**src/rtl/pc_fetch_if.sv**
```systemverilog
// pc_fetch_if: redirect, instruction-memory and decode handshake signals of the fetch sequencer
interface pc_fetch_if;
  logic        redirect_valid;
  logic [31:0] redirect_target;
  logic        imem_req;
  logic [31:0] imem_addr;
  logic        imem_gnt;
  logic        imem_rvalid;
  logic [31:0] imem_rdata;
  logic        if_valid;
  logic [31:0] if_instr;
  logic [31:0] if_pc;
  logic        if_ready;
  logic [31:0] pc;
  modport master (
    input  redirect_valid, redirect_target, imem_gnt, imem_rvalid, imem_rdata, if_ready,
    output imem_req, imem_addr, if_valid, if_instr, if_pc, pc
  );
  modport slave (
    output redirect_valid, redirect_target, imem_gnt, imem_rvalid, imem_rdata, if_ready,
    input  imem_req, imem_addr, if_valid, if_instr, if_pc, pc
  );
endinterface

```
**src/rtl/pc_fetch_ctrl.sv**
```systemverilog
// pc_fetch_ctrl: program-counter owner issuing one outstanding instruction fetch at a time
module pc_fetch_ctrl #(
  parameter logic [31:0] RESET_VECTOR = 32'h0000_0000,
  parameter int          XLEN         = 32
) (
  input  logic      clk,
  input  logic      rst_n,
  pc_fetch_if.master bus
);
  typedef enum logic [1:0] {BOOT, REQ, WAIT, HOLD} state_t;
  state_t          state_q, state_d;
  logic [XLEN-1:0] pc_q, pc_d, rsp_pc_q, rsp_pc_d, instr_q, instr_d, if_pc_q, if_pc_d, tgt;
  logic            drop_q, drop_d;
  assign tgt = bus.redirect_target & ~32'h3;
  always_comb begin
    state_d  = state_q;
    pc_d     = pc_q;
    rsp_pc_d = rsp_pc_q;
    instr_d  = instr_q;
    if_pc_d  = if_pc_q;
    drop_d   = drop_q;
    if (bus.redirect_valid) pc_d = tgt;
    case (state_q)
      BOOT: state_d = REQ;
      REQ: if (bus.imem_gnt) begin
        state_d = WAIT;
        // a grant racing a redirect fetches the old path, so its response must be thrown away
        drop_d  = bus.redirect_valid;
        if (!bus.redirect_valid) begin
          rsp_pc_d = pc_q;
          pc_d     = pc_q + 32'd4;
        end
      end
      WAIT: if (bus.imem_rvalid) begin
        drop_d  = 1'b0;
        state_d = (drop_q || bus.redirect_valid) ? REQ : HOLD;
        if (!drop_q && !bus.redirect_valid) begin
          instr_d = bus.imem_rdata;
          if_pc_d = rsp_pc_q;
        end
      end else if (bus.redirect_valid) drop_d = 1'b1;
      HOLD: state_d = (bus.if_ready || bus.redirect_valid) ? REQ : HOLD;
      default: state_d = BOOT;
    endcase
  end
  always_ff @(posedge clk or negedge rst_n)
    if (!rst_n) begin
      state_q  <= BOOT;
      pc_q     <= RESET_VECTOR;
      rsp_pc_q <= '0;
      instr_q  <= '0;
      if_pc_q  <= '0;
      drop_q   <= 1'b0;
    end else begin
      state_q  <= state_d;
      pc_q     <= pc_d;
      rsp_pc_q <= rsp_pc_d;
      instr_q  <= instr_d;
      if_pc_q  <= if_pc_d;
      drop_q   <= drop_d;
    end
  assign bus.imem_req  = state_q == REQ;
  assign bus.imem_addr = pc_q;
  assign bus.if_valid  = state_q == HOLD;
  assign bus.if_instr  = instr_q;
  assign bus.if_pc     = if_pc_q;
  assign bus.pc        = pc_q;
endmodule
```
**src/flat_wrapper.sv**
```systemverilog
// flat-port wrapper written by rule: the top's interface ports become plain ports
module pc_fetch_ctrl_flat 
#(
  parameter logic [31:0] RESET_VECTOR = 32'h0000_0000,
  parameter int          XLEN         = 32
)
  (clk, rst_n, bus_redirect_valid, bus_redirect_target, bus_imem_gnt, bus_imem_rvalid, bus_imem_rdata, bus_if_ready, bus_imem_req, bus_imem_addr, bus_if_valid, bus_if_instr, bus_if_pc, bus_pc);
  pc_fetch_if bus_i ();
  input  logic clk;
  input  logic rst_n;
  input wire logic [$bits(bus_i.redirect_valid)-1:0] bus_redirect_valid;
  input wire logic [$bits(bus_i.redirect_target)-1:0] bus_redirect_target;
  input wire logic [$bits(bus_i.imem_gnt)-1:0] bus_imem_gnt;
  input wire logic [$bits(bus_i.imem_rvalid)-1:0] bus_imem_rvalid;
  input wire logic [$bits(bus_i.imem_rdata)-1:0] bus_imem_rdata;
  input wire logic [$bits(bus_i.if_ready)-1:0] bus_if_ready;
  output wire logic [$bits(bus_i.imem_req)-1:0] bus_imem_req;
  output wire logic [$bits(bus_i.imem_addr)-1:0] bus_imem_addr;
  output wire logic [$bits(bus_i.if_valid)-1:0] bus_if_valid;
  output wire logic [$bits(bus_i.if_instr)-1:0] bus_if_instr;
  output wire logic [$bits(bus_i.if_pc)-1:0] bus_if_pc;
  output wire logic [$bits(bus_i.pc)-1:0] bus_pc;
  assign bus_i.redirect_valid = bus_redirect_valid;
  assign bus_i.redirect_target = bus_redirect_target;
  assign bus_i.imem_gnt = bus_imem_gnt;
  assign bus_i.imem_rvalid = bus_imem_rvalid;
  assign bus_i.imem_rdata = bus_imem_rdata;
  assign bus_i.if_ready = bus_if_ready;
  assign bus_imem_req = bus_i.imem_req;
  assign bus_imem_addr = bus_i.imem_addr;
  assign bus_if_valid = bus_i.if_valid;
  assign bus_if_instr = bus_i.if_instr;
  assign bus_if_pc = bus_i.if_pc;
  assign bus_pc = bus_i.pc;
  pc_fetch_ctrl #(.RESET_VECTOR(RESET_VECTOR), .XLEN(XLEN)) u_core (.clk(clk), .rst_n(rst_n), .bus(bus_i));
endmodule
```
**config.mk**
```make
export PLATFORM = sky130hd
export DESIGN_NAME = pc_fetch_ctrl_flat
export DESIGN_NICKNAME = d
export VERILOG_FILES = /design/src/rtl/pc_fetch_if.sv /design/src/rtl/pc_fetch_ctrl.sv /design/src/flat_wrapper.sv
export SDC_FILE = /design/constraint.sdc
export NUM_CORES = 1
export LEC_CHECK = 0
export ABC_CLOCK_PERIOD_IN_PS = 2500
export BUFFER_PORTS_ARGS = -buffer_cell sky130_fd_sc_hd__buf_2
export CELL_PAD_IN_SITES_DETAIL_PLACEMENT = 1
export CELL_PAD_IN_SITES_GLOBAL_PLACEMENT = 2
export CORE_MARGIN = 8
export CORE_UTILIZATION = 32
export CTS_CLUSTER_SIZE = 16
export DETAILED_ROUTE_END_ITERATION = 10
export PLACE_DENSITY = 0.84
export SLEW_MARGIN = 10
export SYNTH_ARGS = -nofsm -noshare
export SYNTH_HDL_FRONTEND = slang
export SYNTH_SLANG_ARGS = --single-unit
export TNS_END_PERCENT = 30
```
**constraint.sdc**
```tcl
create_clock -name clk -period 2.5 [get_ports clk]
set_input_delay 0.375 -clock clk [delete_from_list [all_inputs] [get_ports clk]]
set_output_delay 0.375 -clock clk [all_outputs]
set_load 0.01 [all_outputs]
```
[Word level (Yosys, flattened, before mapping)]
Index checks and enable logic that the tools add are counted.
Storage, ports and cells
  register bits: 131
  input port bits: 70
  output and inout port bits: 130
  word-level logic and storage cells: 38
Operators by class
  add/sub/neg operators: 1
  eq/ne operators: 6
  multiplexer cells: 13
  bitwise logic cells: 1
  reduce and logical (&&, ||, !) cells: 11
Operators with widths (count)
  two-way mux 32 bit: 4
  adder 32 x 3 -> 32 bit, second input constant: 1
  AND reduction 3 bit: 3
  two-way mux 2 bit: 4
  case mux 2 bit (4 select lines): 1
  equality test 2 bit, second input constant: 2
  != test 2 bit, second input constant: 2
  two-way mux 1 bit: 3
  != test 3 bit, second input constant: 1
  equality test 2 x 1 -> 1 bit, second input constant: 1
  logical NOT 1 bit: 2
  logical NOT 2 bit: 1
  logical OR 1 bit: 2
  case mux 1 bit (2 select lines): 1
  AND reduction 2 bit: 1
  nonzero test 2 bit: 1
  logical AND 1 bit: 1
  inverter 1 bit: 1

[Longest topological paths before layout]
  depth after elaboration: 4
  gate-level depth with buffers: 7
  depth with buffers taken out: 7

[Least setup slack after synthesis]
OpenSTA, ideal clock, no wires.
  path kind: reg-to-reg
  from: register u_core.state_q[1]
  to: register u_core.pc_q[16] (netlist: u_core.bus.imem_addr[16])
  library setup time: 0.133 ns
  data arrival time: 1.788 ns
  data required time: 2.367 ns
  path slack: 0.580 ns
  cell stages (with the launch flop): 8
  buffers on the path: 0
  period minus slack after synthesis: 1.920 ns
  path through: dfrtp_1 inv_1 ha_1 and3_1 nand2_1 or3_1 xor2_1 o21ai_1
Between the ends
  word-level cells in the longest chain between the ends: 2
Ends and longest elaborated chain
  start: declaration: RTL line pc_fetch_ctrl.sv:11  | state_t state_q, state_d;
  start signal: assignment: RTL line pc_fetch_ctrl.sv:55  | state_q <= state_d;
  equality test 2 x 1 -> 1 bit
  via bus_imem_req: RTL line flat_wrapper.sv:17  | output wire logic [$bits(bus_i.imem_req)-1:0] bus_imem_req;
  two-way mux 32 bit: RTL line pc_fetch_ctrl.sv:23  | case (state_q)
  via u_core.pc_d[16]: RTL line pc_fetch_ctrl.sv:12  | logic [XLEN-1:0] pc_q, pc_d, rsp_pc_q, rsp_pc_d, instr_q, instr_d, if_pc_q, if_pc_d, tgt;
  end signal: assignment: RTL line pc_fetch_ctrl.sv:56  | pc_q <= pc_d;
  end: declaration: RTL line pc_fetch_ctrl.sv:12
The timed path passes the listed nets, and every way through them passes these cells.
A chain may end at the register's enable or synchronous reset.

[Worst setup path after layout]
  from: register u_core.state_q[1]
  to: register u_core.pc_q[16] (netlist: u_core.bus.imem_addr[16])
Between the ends
  word-level cells in the longest chain between the ends: 2
Ends and longest elaborated chain (RTL line)
  equality test 2 x 1 -> 1 bit: pc_fetch_ctrl.sv:23
  two-way mux 32 bit: pc_fetch_ctrl.sv:23
  via u_core.pc_d[16]: pc_fetch_ctrl.sv:12
The timed path passes the listed nets, and every way through them passes these cells.

==> flow_metrics.env <==
export IMPL_outcome="completed"
export IMPL_synth_edff_count=0
export IMPL_antenna_left=0
export IMPL_coreArea_um2=17900
export IMPL_ys_ff_latch=131
export IMPL_cts_resized=0
export IMPL_syn_to_final_growth_pct=29.9
export IMPL_dp_cells=840
export IMPL_setup_viol=0
export IMPL_crit_arrival_ps=2390
export IMPL_crit_slowest_cell="dfrtp_1"
export IMPL_endpoint_kind="flip-flop"
export IMPL_track_usage_pct=14.6
export IMPL_timing_setup_tns_ps=0
export IMPL_grt_max_degree=59
export IMPL_port_buffer_count=197
export IMPL_grt_pass1_vias=4628
export IMPL_powerDensity_nw_per_um2=1100
export IMPL_finalCriticalPeriod_ps=2100
export IMPL_fin_nets=706
export IMPL_cts_root_buf="clkbuf_16"
export IMPL_cts_hold_buf=1
export IMPL_critPathMaxFanout=7
export IMPL_fp_dieH_um=151
export IMPL_power_leakage_nw=3.68
export IMPL_grt_first_pass_wirelength_um=25800
export IMPL_r2r_cells=8
export IMPL_reg2reg_from="u_core.state_q[1]$_DFFE_PN0P_"
export IMPL_critical_path_depth=8
export IMPL_critPathKind="reg -> reg"
export IMPL_routabilityCongestion=0.782
export IMPL_required_ps=2780
export IMPL_vias_per_cell=4.67
export IMPL_critPathBufInv=2
export IMPL_critPathLaunch="u_core.state_q[1]$_DFFE_PN0P_"
export IMPL_peakVddDrop_v=0.000455
export IMPL_fmax_ghz=0.476
export IMPL_vias=4076
export IMPL_layout_drive_gt1_share_pct=53.4
export IMPL_grt_remaining_overflow=0
export IMPL_syn_nets=525
export IMPL_numCtsBuffers=17
export IMPL_critical_path_startpoint_type="flip-flop"
export IMPL_syn_area_um2=5810
export IMPL_drc=0
export IMPL_antenna_found_initial=1
export IMPL_hold_viol=0
export IMPL_critPathTopFamily="simple AND/OR/NAND/NOR gates"
export IMPL_final_cells=873
export IMPL_clkTransAtPathRegs_ps=60
export IMPL_fin_skew_ps=5.66
export IMPL_drtPass1Iterations=4
export IMPL_num_antenna_cells=0
export IMPL_worst_hold_path_type="in -> reg"
export IMPL_cts_tree="built"
export IMPL_wl_per_cell_um=18.4
export IMPL_r2r_end="u_core.bus.imem_addr[16]$_DFF_PN0_"
export IMPL_drtIter0Drc=172
export IMPL_post_route_util_pct=42.2
export IMPL_post_cts_buffers=0
export IMPL_rrSetupSlack_ps=400
export IMPL_rsz0062_at_grt="no"
export IMPL_rows=49
export IMPL_crit_end="u_core.bus.imem_addr[16]$_DFF_PN0_"
export IMPL_die_area_um2=22700
export IMPL_synthFlopType="dfrtp_1"
export IMPL_maxSlewHeadroom_pct=64.4
export IMPL_cts_htree_levels=4
export IMPL_syn_avg_cell_area_um2=12.9
export IMPL_max_slew_worst_pin_slew_ps=534
export IMPL_synth_distinct_cells=41
export IMPL_clock_latency_ps=410
export IMPL_ys_warn_count=0
export IMPL_synth_cells=450
export IMPL_finalWirelength_um=16000
export IMPL_slowest_delay_ps=430
export IMPL_dieWidth_um=151
export IMPL_clk_path_buf_depth=2
export IMPL_place_hpwl_um=12000
export IMPL_numClockSinks=131
export IMPL_initial_utilization_pct=32.5
export IMPL_nFillCells=1964
export IMPL_min_period_over_period_pct=84.0
export IMPL_synthArstFlopShare_pct=100
export IMPL_ys_seq_area_share_pct=56.4
export IMPL_slew_violations=0
export IMPL_boundaryPins=200
export IMPL_max_cap_viol_count=0
export IMPL_holdPathStages=3
export IMPL_cp_cell_sequence="inv_1 > ha_1 > and3_1 > nand2_1 > buf_4 > or3_1 > xor2_1 > o21ai_1"
final cells by class:
cell class	count	area, um^2	area share (%)
flip-flops and latches	131	3280	43.4
multi-input cells	265	2200	29.1
repair buffers	210	1120	14.8
clock buffers	18	439	5.82
well taps	229	287	3.80
clock inverters	14	203	2.69
inverters	6	22.5	0.298
per-stage QoR:
step | hold WS, ps | total power, mW | worst slack, ps | instance area, um^2
2_1_floorplan | 79.4 | 4.66 | 580 | 5810
3_3_place_gp | 363 | 5.53 | 443 | 6890
3_5_place_dp | 381 | 5.72 | 387 | 6890
4_1_cts | 158 | 8.44 | 366 | 7550
5_1_grt | 166 | 8.81 | 192 | 7550
6_report | 185 | 8.28 | 399 | 7550
cells in the mapped netlist (all sizes together) (6+ instances only):
library cell	n	share of area, %
inv	6	0.39
mux2i	11	1.9
xor2	8	1.2
o21ai	22	2.0
buf	42	5.1
dfrtp	131	56
a21oi	8	0.69
nand2	35	2.3
nor2	10	0.65
clkbuf	6	0.39
xnor2	11	1.7
mux2	99	19
nand3	15	1.3
nor4	6	1.3
logic make-up after synthesis:
group	after synthesis	share of synthesized area (%)
simple gates	94	9.30
xor+xnor	19	2.86
buf+inv	54	5.84
mux	110	21.1
fa+ha+maj	5	1.08
flops	131	56.4
compound gates	37	3.42
tightest hold or removal path, cell delays in order:
cell	delay, ps
buf_2	70
nand2_1	40
o21ai_1	60
registers in the layout (all words and copies together) (netlist names):
signal and cells:
u_core.bus.if_instr 32, u_core.state_q 2, u_core.bus.if_pc 32, u_core.drop_q 1
u_core.bus.imem_addr 32, u_core.rsp_pc_q 32
layer usage:
| metal | up-vias | share of wire [%] | routed length (um) | global-route usage, % |
|---|---|---|---|---|
| met5 | - | 0.075 | 12 | 0 |
| li1 | 1907 | - | - | - |
| met4 | 2 | 1.1 | 171 | 4.11 |
| met2 | 128 | 51 | 8110 | 24.7 |
| met1 | 2024 | 41 | 6570 | 17.4 |
| met3 | 15 | 7.4 | 1180 | 4.63 |
power breakdown:
group,total [mW],internal [mW],switching [mW]
sequential,3.38,2.90,0.476
combinational,2.23,1.15,1.08
clock,2.67,1.71,0.965
total,8.28,5.76,2.52
how the worst min path moves through the flow:
stage                       startpoint                                  to  slack, ps
2_1_floorplan                    rst_n  u_core.bus.if_instr[0]$_DFFE_PN0P_         80
3_3_place_gp                     rst_n      u_core.rsp_pc_q[7]$_DFFE_PN0P_        360
3_5_place_dp                     rst_n      u_core.rsp_pc_q[7]$_DFFE_PN0P_        380
4_1_cts         bus_redirect_target[2]   u_core.bus.imem_addr[2]$_DFF_PN0_        160
5_1_grt        bus_redirect_target[22]  u_core.bus.imem_addr[22]$_DFF_PN0_        170
6_report       bus_redirect_target[13]  u_core.bus.imem_addr[13]$_DFF_PN0_        180
layout by cell type (no fill, tap or decap), types with 2 or more instances in the layout:
cell type	netlist	layout
buf_2	7	196
dfrtp_1	131	131
mux2_2	89	89
nand2_1	35	35
clkbuf_16	0	17
nand3_1	15	15
o21ai_0	12	12
xnor2_1	11	11
mux2i_1	11	11
nor2_1	10	10
mux2_1	10	10
buf_4	32	10
o21ai_1	9	9
a21oi_1	8	8
xor2_1	8	8
inv_1	6	6
nor4_2	6	6
a31oi_1	5	5
ha_1	5	5
nor2b_1	4	4
bufinv_16	0	4
clkinvlp_4	0	4
nand4_1	3	3
and3_1	3	3
nor3_1	3	3
clkinv_4	0	3
inv_6	0	3
or2_1	2	2
buf_12	0	2
Power figures use the tool's default switching activity.
